## config.mk

```make
export PLATFORM = sky130hd
export DESIGN_NAME = motoro3_deadtime_gate
export DESIGN_NICKNAME = d
export VERILOG_FILES = /design/src/rtl/motoro3_pkg.sv /design/src/rtl/motoro3_deadtime_phase.sv /design/src/rtl/motoro3_deadtime_gate.sv
export SDC_FILE = /design/constraint.sdc
export NUM_CORES = 1
export LEC_CHECK = 0
export BUFFER_PORTS_ARGS = -buffer_cell sky130_fd_sc_hd__buf_4
export CAP_MARGIN = 20
export CORE_MARGIN = 3
export CORE_UTILIZATION = 55
export CTS_CLUSTER_DIAMETER = 80
export DETAILED_ROUTE_END_ITERATION = 8
export PLACE_DENSITY = 0.75
export SYNTH_ARGS = -nofsm -noshare
export SYNTH_HDL_FRONTEND = slang
export SYNTH_SLANG_ARGS = --single-unit
```

## constraint.sdc

```tcl
create_clock -name clk -period 3.95 [get_ports clk]
set_input_delay 0.395 -clock clk [delete_from_list [all_inputs] [get_ports clk]]
set_output_delay 0.395 -clock clk [all_outputs]
set_load 0.01 [all_outputs]
```

## src/rtl/motoro3_pkg.sv

```systemverilog
// Shared types for the motoro3 dead-time gate: phase states, request codes, default dead band.
package motoro3_pkg;

    localparam int DEADTIME_DEFAULT = 20;

    typedef enum logic [1:0] {
        ST_IDLE = 2'd0,
        ST_DEAD = 2'd1,
        ST_HI   = 2'd2,
        ST_LO   = 2'd3
    } phase_state_e;

    typedef enum logic [1:0] {
        REQ_OFF = 2'd0,
        REQ_HI  = 2'd1,
        REQ_LO  = 2'd2
    } phase_req_e;

    localparam logic SIDE_HI = 1'b1;
    localparam logic SIDE_LO = 1'b0;

    // Low side ignores pwm: the chopping happens on the high switch only.
    function automatic phase_req_e decode_req(input logic en, input logic h1_l0, input logic pwm);
        phase_req_e r;
        r = REQ_OFF;
        if (en && h1_l0 && pwm) r = REQ_HI;
        else if (en && !h1_l0)  r = REQ_LO;
        return r;
    endfunction

    function automatic logic step_legal(input logic [3:0] step);
        return (step >= 4'd1) && (step <= 4'd6);
    endfunction

endpackage

```

## src/rtl/motoro3_deadtime_phase.sv

```systemverilog
// One half-bridge: IDLE/DEAD/HI/LO FSM with a dead-band counter; gate outputs are registered
// and decided from the next state, so a request change shows on the gates one edge later.
module motoro3_deadtime_phase
    import motoro3_pkg::*;
#(
    parameter int DEADTIME = DEADTIME_DEFAULT
) (
    input  logic       clk,
    input  logic       nRst,
    input  phase_req_e i_req,
    output logic       o_hi,
    output logic       o_lo
);

    localparam logic [7:0] DT_LOAD = 8'(DEADTIME - 1);

    phase_state_e r_state;
    logic [7:0]   r_cnt;
    logic         r_last;
    logic         r_hi;
    logic         r_lo;
    logic         w_same_side;

    assign w_same_side = ((i_req == REQ_HI) && (r_last == SIDE_HI)) ||
                         ((i_req == REQ_LO) && (r_last == SIDE_LO));

    always_ff @(negedge clk) begin
        if (!nRst) begin
            r_state <= ST_IDLE;
            r_cnt   <= 8'd0;
            r_last  <= 1'b0;
            r_hi    <= 1'b0;
            r_lo    <= 1'b0;
        end else begin
            r_hi <= 1'b0;
            r_lo <= 1'b0;
            case (r_state)
                ST_IDLE: begin
                    if (i_req == REQ_HI) begin
                        r_state <= ST_HI;
                        r_hi    <= 1'b1;
                    end else if (i_req == REQ_LO) begin
                        r_state <= ST_LO;
                        r_lo    <= 1'b1;
                    end
                end
                ST_HI: begin
                    if (i_req == REQ_HI) begin
                        r_hi <= 1'b1;
                    end else begin
                        r_state <= ST_DEAD;
                        r_cnt   <= DT_LOAD;
                        r_last  <= SIDE_HI;
                    end
                end
                ST_LO: begin
                    if (i_req == REQ_LO) begin
                        r_lo <= 1'b1;
                    end else begin
                        r_state <= ST_DEAD;
                        r_cnt   <= DT_LOAD;
                        r_last  <= SIDE_LO;
                    end
                end
                ST_DEAD: begin
                    // Returning to the side just left needs no dead band (pwm chopping).
                    if (w_same_side) begin
                        if (r_last == SIDE_HI) begin
                            r_state <= ST_HI;
                            r_hi    <= 1'b1;
                        end else begin
                            r_state <= ST_LO;
                            r_lo    <= 1'b1;
                        end
                    end else if (r_cnt == 8'd0) begin
                        // Expiry hands over directly so the dead band is exactly DEADTIME cycles.
                        if (i_req == REQ_HI) begin
                            r_state <= ST_HI;
                            r_hi    <= 1'b1;
                        end else if (i_req == REQ_LO) begin
                            r_state <= ST_LO;
                            r_lo    <= 1'b1;
                        end else begin
                            r_state <= ST_IDLE;
                        end
                    end else begin
                        r_cnt <= r_cnt - 8'd1;
                    end
                end
                default: r_state <= ST_IDLE;
            endcase
        end
    end

    assign o_hi = r_hi;
    assign o_lo = r_lo;

endmodule

```

## src/rtl/motoro3_deadtime_gate.sv

```systemverilog
// Three-phase dead-time gate: request decode, step/fault blocking, three phase FSMs.
// Optional latched fault detection is built when MOTORO3_DT_FAULT_EN is defined.
module motoro3_deadtime_gate
    import motoro3_pkg::*;
#(
    parameter int DEADTIME = DEADTIME_DEFAULT
) (
    input  logic       clk,
    input  logic       nRst,
    input  logic       pwm,
    input  logic       aE,
    input  logic       bE,
    input  logic       cE,
    input  logic       aH1_L0,
    input  logic       bH1_L0,
    input  logic       cH1_L0,
    input  logic [3:0] m3step,
    input  logic       faultClr,
    output logic       aHi,
    output logic       aLo,
    output logic       bHi,
    output logic       bLo,
    output logic       cHi,
    output logic       cLo,
    output logic       fault
);

    logic [2:0] w_en;
    logic [2:0] w_side;
    logic [2:0] w_hi;
    logic [2:0] w_lo;
    logic       w_step_ok;
    logic       w_block;

    assign w_en      = {cE, bE, aE};
    assign w_side    = {cH1_L0, bH1_L0, aH1_L0};
    assign w_step_ok = step_legal(m3step);

`ifdef MOTORO3_DT_FAULT_EN
    logic r_fault;
    logic w_fault_cond;
    logic w_fault_nxt;

    assign w_fault_cond = (&w_en) | ((|w_en) & ~w_step_ok);
    assign w_fault_nxt  = w_fault_cond | (r_fault & ~faultClr);

    always_ff @(negedge clk) begin
        if (!nRst) r_fault <= 1'b0;
        else       r_fault <= w_fault_nxt;
    end

    // Block on the value fault takes this edge, so gates drop in the same cycle fault rises.
    assign w_block = w_fault_nxt;
    assign fault   = r_fault;
`else
    logic w_unused_fault_clr;
    assign w_unused_fault_clr = faultClr;
    assign w_block = 1'b0;
    assign fault   = 1'b0;
`endif

    generate
        for (genvar p = 0; p < 3; p++) begin : g_phase
            phase_req_e w_req;
            assign w_req = (w_block || !w_step_ok) ? REQ_OFF
                                                   : decode_req(w_en[p], w_side[p], pwm);
            motoro3_deadtime_phase #(.DEADTIME(DEADTIME)) u_phase (
                .clk   (clk),
                .nRst  (nRst),
                .i_req (w_req),
                .o_hi  (w_hi[p]),
                .o_lo  (w_lo[p])
            );
        end
    endgenerate

    assign aHi = w_hi[0];
    assign aLo = w_lo[0];
    assign bHi = w_hi[1];
    assign bLo = w_lo[1];
    assign cHi = w_hi[2];
    assign cLo = w_lo[2];

endmodule

```

After elaboration in Yosys (flattened, before gate mapping)
Index checks and enable logic that the tools add are counted.

word-level totals
  flip-flop bits (word level) = 39
  output and inout port bits = 7
  logic and storage cells = 198

operators by class
  add/subtract/negate cells = 3
  magnitude comparators = 2
  equal/unequal tests = 33
  muxes and demuxes = 96
  bitwise operators = 3
  reductions and logical operators = 46

operators with widths
  operator               count
  $mux W8                12
  $pmux W8 S3            3
  $mux W2                33
  $mux W1                36
  $logic_not A8 Y1       3
  $ne A2 B2 Y1 const B   12
  $pmux W2 S4            3
  $sub A8 B1 Y8 const B  3
  $eq A2 B2 Y1 const B   9
  $ne A3 B1 Y1 const B   6
  $logic_and A1 B1 Y1    16
  $reduce_and A5 Y1      3
  $eq A2 B1 Y1 const B   6
  $pmux W1 S2            6
  $reduce_and A4 Y1      3
  $pmux W1 S3            3
  $reduce_and A3 Y1      3
  $reduce_bool A3 Y1     3
  $logic_not A2 Y1       3
  $reduce_bool A2 Y1     3
  $reduce_or A2 Y1       3
  $ge A4 B1 Y1 const B   1
  $le A4 B3 Y1 const B   1
  $logic_not A1 Y1       3
  2 further kinds        6

Longest topological paths before layout
Gate-level depths: netlist (run 1).

  depth after elaboration = 11
  mapped depth = 12
  mapped depth without buffers = 11

Cells and area by module
A second synthesis (run 1) with hierarchy kept.

second synthesis, totals
  cells, all modules = 308
  area, all modules = 2581.2 um^2

modules (own cells, without submodules)
  module                  instances  cells an instance  area an instance (um^2)
  motoro3_deadtime_phase  3          97                 823.3
  motoro3_deadtime_gate   1          17                 111.4

==> results of run 1 <==
[worst max-delay path by stage]
stage	depth (start not counted)	startpoint	slack [ps]	end
floorplan	12	m3step[2]	-500	g_phase[1].u_phase.r_cnt[5]
global placement	12	m3step[2]	-660	g_phase[1].u_phase.r_cnt[7]
detailed placement	12	m3step[2]	-730	g_phase[1].u_phase.r_cnt[7]
CTS	13	m3step[1]	-330	g_phase[1].u_phase.r_cnt[6]
global route	13	m3step[2]	-400	g_phase[1].u_phase.r_cnt[6]
finish	13	m3step[1]	-340	g_phase[1].u_phase.r_cnt[6]
[kinds of logic (layout without fill, tap and decap cells)]
logic type                 count (synthesis)  count (layout)  share of synthesized area (%)
xor gates and xnor gates                  15              15                           5.63
buffers and inverters                     39             132                           6.91
and+or+nand+nor                          104             104                           23.1
DFF                                       39              39                           33.4
AOI/OAI and AO/OA                         77              77                           21.5
other                                      1               1                          0.161
adders and majority gates                 13              13                           6.97
muxes                                      5               5                           2.25
[repair_timing]
action | CTS | global route
gates cloned | 0 | 0
setup endpoints to repair | 19 | 22
buffers inserted | 8 | 4
pin swaps | 18 | 13
resized for setup | 28 | 26
[state kept, by name (all words and copies together) (netlist names)]
signal                   flops
g_phase.u_phase.r_state      6
g_phase.u_phase.r_last       3
g_phase.u_phase.o_lo         3
g_phase.u_phase.o_hi         3
g_phase.u_phase.r_cnt       24
[report_power, final]
part	switching, mW	total (mW)	leakage (nW)	internal [mW]
clock network	0.252	0.488	0.268	0.236
registers	0.112	0.583	0.318	0.470
logic	0.458	0.870	0.903	0.412
[metrics by stage]
step | setup WS (ps) | utilization, %
floorplan | -495 | -
global placement | -659 | 69.1
detailed placement | -731 | 69.1
CTS | -330 | 79.5
global route | -402 | 83.0
finish | -341 | 83.0
[area by class of cell]
| cell class | instances | area share, % |
|---|---|---|
| well taps | 50 | 1.86 |
| multi-input cells | 215 | 49.8 |
| inverters | 24 | 2.68 |
| repair buffers | 61 | 14.9 |
| clock inverters | 42 | 5.46 |
| clock buffers | 5 | 2.04 |
| flip-flops and latches | 39 | 23.2 |
[per-layer routing]
layer	GRT usage [%]	share of wire, %	up-vias
met5	0	0	-
met4	12.7	1.9	0
li1	-	-	1219
met1	27.8	42	1128
met3	7.10	4.8	13
met2	40.6	52	69
[critical path, cell delays in order]
cell and delay [ps]:
buf_8 100, or3_4 390, nand2_4 70, nor2_4 50
nand4_1 110, inv_2 60, ha_4 160, mux2_4 280
or2_1 250, buf_6 160, a2111oi_4 310, xnor2_1 160
nor2_1 60
[layout by cell type (no fill, tap or decap), types with 4 or more instances in the layout]
cell | synthesis | layout
a211oi_2 | 1 | 4
a21oi_1 | 25 | 21
a31oi_1 | 6 | 6
buf_4 | 1 | 50
buf_6 | 1 | 10
clkbuf_8 | 0 | 5
dfxtp_1 | 39 | 39
ha_1 | 13 | 8
inv_1 | 25 | 63
nand2_1 | 16 | 10
nand2_2 | 0 | 5
nand3_1 | 10 | 6
nor2_1 | 33 | 32
nor3_1 | 10 | 6
nor3_2 | 0 | 4
o211ai_1 | 4 | 4
o21ai_0 | 17 | 13
xnor2_1 | 11 | 11
xor2_1 | 4 | 4
==> metrics.txt, run 1 <==
status finished, violations left; failing checks setup timing; ys async rst share 0%; CTS Root Cell clkbuf_8; Critical Path Sink Type flip-flop; Worst-Skew Late Latency ~380 ps; most common flop cell mapped by yosys dfxtp_1; Startpoint Class input pin; Boundary Pins 21; # setup viols final 19; LEAKAGE approximately 1.5 nW; htree depth 2; Die Ht a little over 70 µm; count of input and output buffers 18; CP Class in2reg; worst endpoint data arrival time 2560 ps; Initial Util between 50% and 60%; Num CTS Buffers 5; post-synthesis cell type count 54; final worst slack -341 ps; Worst R2R End g_phase[2].u_phase.r_cnt[1]; DR iter-0 viols between 200 and 250; TNS Setup -3870 ps; number of global-route vias before repair approximately 2400; area of placed instances around 2800 µm²; register area share after synthesis 33.4%; Hold Path Depth 2; placed wire-length estimate 3750 µm; PwrDens 576 nW/µm²; hold-critical path endpoint g_phase[1].u_phase.r_cnt[0]; Clock Path Buffers 2; unrepaired setup endpoints after global routing yes; gpl congestion roughly 0.86; Max-Cap Viols 0; post-route ant nets 0; CTS Hold Bufs 0; Mapped Nets 320; total power 1.94 mW; r2r setup slk 1690 ps; # DRC 0; drt pass-1 iters 4; Die Width approximately 71 µm; gr ovfl total 0; clk slew on worst S/H paths around 30 ps; wire length per cell 14.2 µm; Die ar. approximately 5000 µm²; initial antenna violation count 0; Slew HR between 20% and 30%; Clock Skews between 30 and 40 ps; Syn Area/Cell 7.97 µm²; share of layout cells above drive strength 1 between 30% and 40%; reg-to-reg startpoint g_phase[2].u_phase.r_cnt[2]; final WL between 6000 and 7000 µm; DR vias roughly 2400; yosys warns 0; Via density between 5 and 6; Crit Path Max Fanout 8; final hold vios 0; #FFs+latches synth 39; EDFF count, synth 0; FF+latch area approximately 780 µm²; post-route cell area ~3400 µm²; Worst-Margin Slew around 1000 ps; Hold WS ~500 ps; main area contributors after synthesis dfxtp_1 (33%), ha_1 (7.0%), a21oi_1 (5.4%); Min-Delay Path Class reg2reg; Area Overhead vs Synth 44.2%; diode count 0; Final #Nets between 400 and 500; Yosys top cell by area dfxtp_1; pin count of the biggest net entering global routing 18; Multi-input gate area 1680 µm²; row count 23; Max Transition Viols Final 0; min-delay src g_phase[1].u_phase.r_cnt[0]; CTS tree yes; post-synthesis cell count between 200 and 300; Worst R2R Path Depth 7; top-area cell type share of the netlist area between 30% and 40%; most common cell in the netlist dfxtp_1; Max rail drop VDD between 0.2 and 0.3 mV; Core Footprint 4060 µm²; Commonest cells post-synth dfxtp_1 (39), nor2_1 (33), a21oi_1 (25), inv_1 (25), o21ai_0 (17); first-pass GRT wire length ~10000 µm; Post-Syn Area ~2300 µm²; Worst Path Required between 2000 and 2500 ps; CTS sink count 39; non-filler instance count after layout around 440; # fillers 247; # placed instances around 380; GR Util All Layers roughly a quarter
No activity file was read; power rests on OpenSTA's default activity.
==> run 2: changes to the inputs <==
--- a/config.mk
+++ b/config.mk
@@ -5,13 +5,15 @@
 export SDC_FILE = /design/constraint.sdc
 export NUM_CORES = 1
 export LEC_CHECK = 0
+export ABC_AREA = 1
 export BUFFER_PORTS_ARGS = -buffer_cell sky130_fd_sc_hd__buf_4
 export CAP_MARGIN = 20
 export CORE_MARGIN = 3
 export CORE_UTILIZATION = 55
 export CTS_CLUSTER_DIAMETER = 80
 export DETAILED_ROUTE_END_ITERATION = 8
-export PLACE_DENSITY = 0.75
+export PLACE_DENSITY = 0.74
+export SKIP_CTS_REPAIR_TIMING = 1
 export SYNTH_ARGS = -nofsm -noshare
 export SYNTH_HDL_FRONTEND = slang
 export SYNTH_SLANG_ARGS = --single-unit
==> run 2 against run 1 <==
Against the previous run: the flow now finishes without violations; sequential share of layout area rose by 0.19 points; non-clock buffer count fell by 10; core utilization fell by 7.3 points; flip-flop and latch count did not move; cell count rose by 19%; critical path type unchanged; largest power group unchanged.
==> metrics.txt, run 2 <==
Max rail drop VDD 0.495 mV (+94%); CP max stage delay 210 ps (-180 ps); r2r setup slk 2430 ps (+740 ps); Startpoint Class input pin; XOR/XNOR Fraction of Synth Area 4.46% (-1.2 points); area of placed instances 3030 µm² (+8.1%); adder-cell share of the synthesized area 6.38% (-0.59 points); row count 24 (+4.3%); # DRC 0 (unchanged); # setup viols final 0 (-19); count of input and output buffers 18 (unchanged); worst endpoint data arrival time 2090 ps (-470 ps); Hold Path Depth 2 (unchanged); first-pass GRT wire length 9650 µm (-4.1%); Boundary Pins 21 (unchanged); htree depth 2 (unchanged); post-synthesis cell type count 38 (-30%); largest family of logic cells by synthesized area simple AND/OR/NAND/NOR gates; PwrDens 749 nW/µm² (+30%); CP max stage cell o21ai_2; Initial Util 57.8% (+0.26 points); post-route ant nets 0 (unchanged); # placed instances 471 (+25%); reg-to-reg startpoint g_phase[0].u_phase.r_state[0]; most common cell in the netlist nand2_1; biggest regs g_phase.u_phase.r_cnt: 24 flops, g_phase.u_phase.r_state: 6 flops; Worst R2R End g_phase[0].u_phase.r_cnt[1]; simple-gate share of the synthesized area 35.9% (+13 points); commonest non-fill, non-tap cell in the layout inv_1; most frequent cells in the layout inv_1 (84), nand2_1 (69), buf_4 (51); Clock Skews 13.9 ps (-18.3 ps); EDFF count, synth 0 (unchanged); gr ovfl total 0 (unchanged); Core Footprint 4410 µm² (+8.8%); GR Util All Layers 21.6% (-2.7 points); # fillers 352 (+43%); Compound-Gate Fraction of Synth Area 12.8% (-8.7 points); drt pass-1 iters 4 (unchanged); CTS tree yes; final worst slack 126 ps (+468 ps); Clock Path Buffers 2 (unchanged); yosys warns 0 (unchanged); CP Cell Sequence buf_4 > nand3_4 > nand2_2 > inv_4 > nand2_4 > buf_4 > nor3_4 > inv_1 > ha_2 > inv_2 > a21oi_2 > o21ai_2 > nand2_4 > nor2_4 > xor2_1 > nor2_1; post-synthesis cell count 374 (+28%); pin count of the biggest net entering global routing 16 (-2); diode count 0 (unchanged); Place WS -294 ps (+436 ps); Syn Area/Cell 6.82 µm² (-14%); Mapped Nets 401 (+25%); post-route cell area 3340 µm² (-0.82%); number of global-route vias before repair 2463 (+1.7%); mux cell area share after synthesis 0% (-2.3 points); Die ar. 5490 µm² (+8.5%); Max-Cap Viols 0 (unchanged); clk slew on worst S/H paths 40 ps (about the same); Max Transition Viols Final 0 (unchanged); wire length per cell 10.5 µm (-26%); Worst Path Required 2220 ps (about the same); Post-Syn Area 2550 µm² (+9.3%); Critical Path Sink Type flip-flop; hold-critical path endpoint g_phase[1].u_phase.r_cnt[5]; unrepaired setup endpoints after global routing yes; Die Width 74.1 µm (+4.1%); main area contributors after synthesis dfxtp_1 (31%), nand2_1 (11%), inv_1 (7.2%); Worst R2R Path Depth 9 (+2); non-filler instance count after layout 518 (+19%); CP Class in2reg; TNS Setup 0 ps (+3870 ps); max FFs per register 24 (unchanged); top-area cell type share of the netlist area 30.6% (-2.8 points); min-delay src g_phase[1].u_phase.r_cnt[5]; final WL 5460 µm (-12%); Worst-Skew Late Latency 360 ps (-20 ps); Crit Path Max Fanout 6 (-2); Num CTS Buffers 5 (unchanged); share of layout cells above drive strength 1 25.1% (-6.0 points); final hold vios 0 (unchanged); Commonest cells post-synth nand2_1 (73), inv_1 (49), dfxtp_1 (39), nor2_1 (39), nand3_1 (33); ys async rst share 0% (unchanged); DR vias 2607 (+7.3%); CTS sink count 39 (unchanged); gpl congestion 0.878 (+1.8%); LEAKAGE 1.66 nW (+11%); Area Overhead vs Synth 30.9%; DR iter-0 viols 139 (-31%); Final #Nets 492 (+19%); #FFs+latches synth 39 (unchanged); Yosys top cell by area dfxtp_1; Via density 5.03 (-9.7%); initial antenna violation count 0 (unchanged); status complete, no violations; largest reg by FF count g_phase.u_phase.r_cnt; Min-Delay Path Class reg2reg; register area share after synthesis 30.6% (-2.8 points); CTS Root Cell clkbuf_8; Die Ht 74.1 µm (+4.1%); most common flop cell mapped by yosys dfxtp_1; placed wire-length estimate 4000 µm (+6.5%)
run 2: cell count changes in the layout (fill, tap and decap cells not counted), moves of 5 or more:
cell,before,now
xor2_1,4,9
inv_2,2,7
nor2_1,32,37
xnor2_1,11,4
nand2_1,10,69
nand3_1,6,33
a21oi_1,21,29
buf_6,10,0
nor2_2,0,12
inv_1,63,84
nor3_1,6,0
run 2: critical path, delay by kind of cell:
kind | cells | cell delay, ps
AO/OA/AOI/OAI | 2 | 290
XOR/XNOR | 1 | 150
adder cells (fa/ha/maj) | 1 | 180
buffers and inverters | 5 | 460
AND/OR/NAND/NOR | 7 | 620
run 2: cell type report:
class                   instances  area [µm²]  share of cell area [%]
flip-flops and latches         39         781                    23.4
clock inverters                42         188                    5.62
multi-input cells             272        1630                    48.9
well taps                      52        65.1                    1.95
repair buffers                 51         383                    11.5
inverters                      57         221                    6.63
clock buffers                   5        68.8                    2.06
run 2: report_power, final:
| part | switching (mW) | internal, mW |
|---|---|---|
| clock network | 0.245 | 0.239 |
| logic | 0.814 | 0.574 |
| registers | 0.113 | 0.516 |
| total | 1.17 | 1.33 |
run 2: worst max path at each step:
stage | from | to | slack, ps | cells past startpoint
floorplan | m3step[1] | g_phase[1].u_phase.r_cnt[3] | -100 | 14
global placement | m3step[0] | g_phase[1].u_phase.r_cnt[3] | -270 | 15
detailed placement | m3step[0] | g_phase[1].u_phase.r_cnt[3] | -290 | 15
CTS | m3step[2] | g_phase[2].u_phase.r_cnt[2] | 50 | 17
global route | m3step[0] | g_phase[2].u_phase.r_cnt[2] | -30 | 17
finish | m3step[0] | g_phase[1].u_phase.r_cnt[3] | 130 | 16
run 2: cells by family (layout without fill, tap and decap cells):
group	Yosys count	in the layout
buffers and inverters	63	155
xor gates and xnor gates	13	13
adders and majority gates	13	13
DFF	39	39
AOI/OAI and AO/OA	59	59
other	1	1
and+or+nand+nor	186	186
run 2: per-stage QoR:
| step | total power [mW] | hold slack, ps | utilization, % |
|---|---|---|---|
| 6_report | 2.50 | 463 | 75.7 |
| 3_5_place_dp | 2.04 | 453 | 68.7 |
| 3_3_place_gp | 2.01 | 451 | 68.7 |
| 4_1_cts | 2.49 | 460 | 74.4 |
| 5_1_grt | 2.77 | 501 | 75.7 |
| 2_1_floorplan | 1.73 | 439 | - |
run 2: per-layer routing:
metal | GRT usage, % | routed length, µm
met3 | 6.76 | 260
met4 | 10.3 | 64
met2 | 34.2 | 2600
met1 | 26.8 | 2540
met5 | 0 | 0
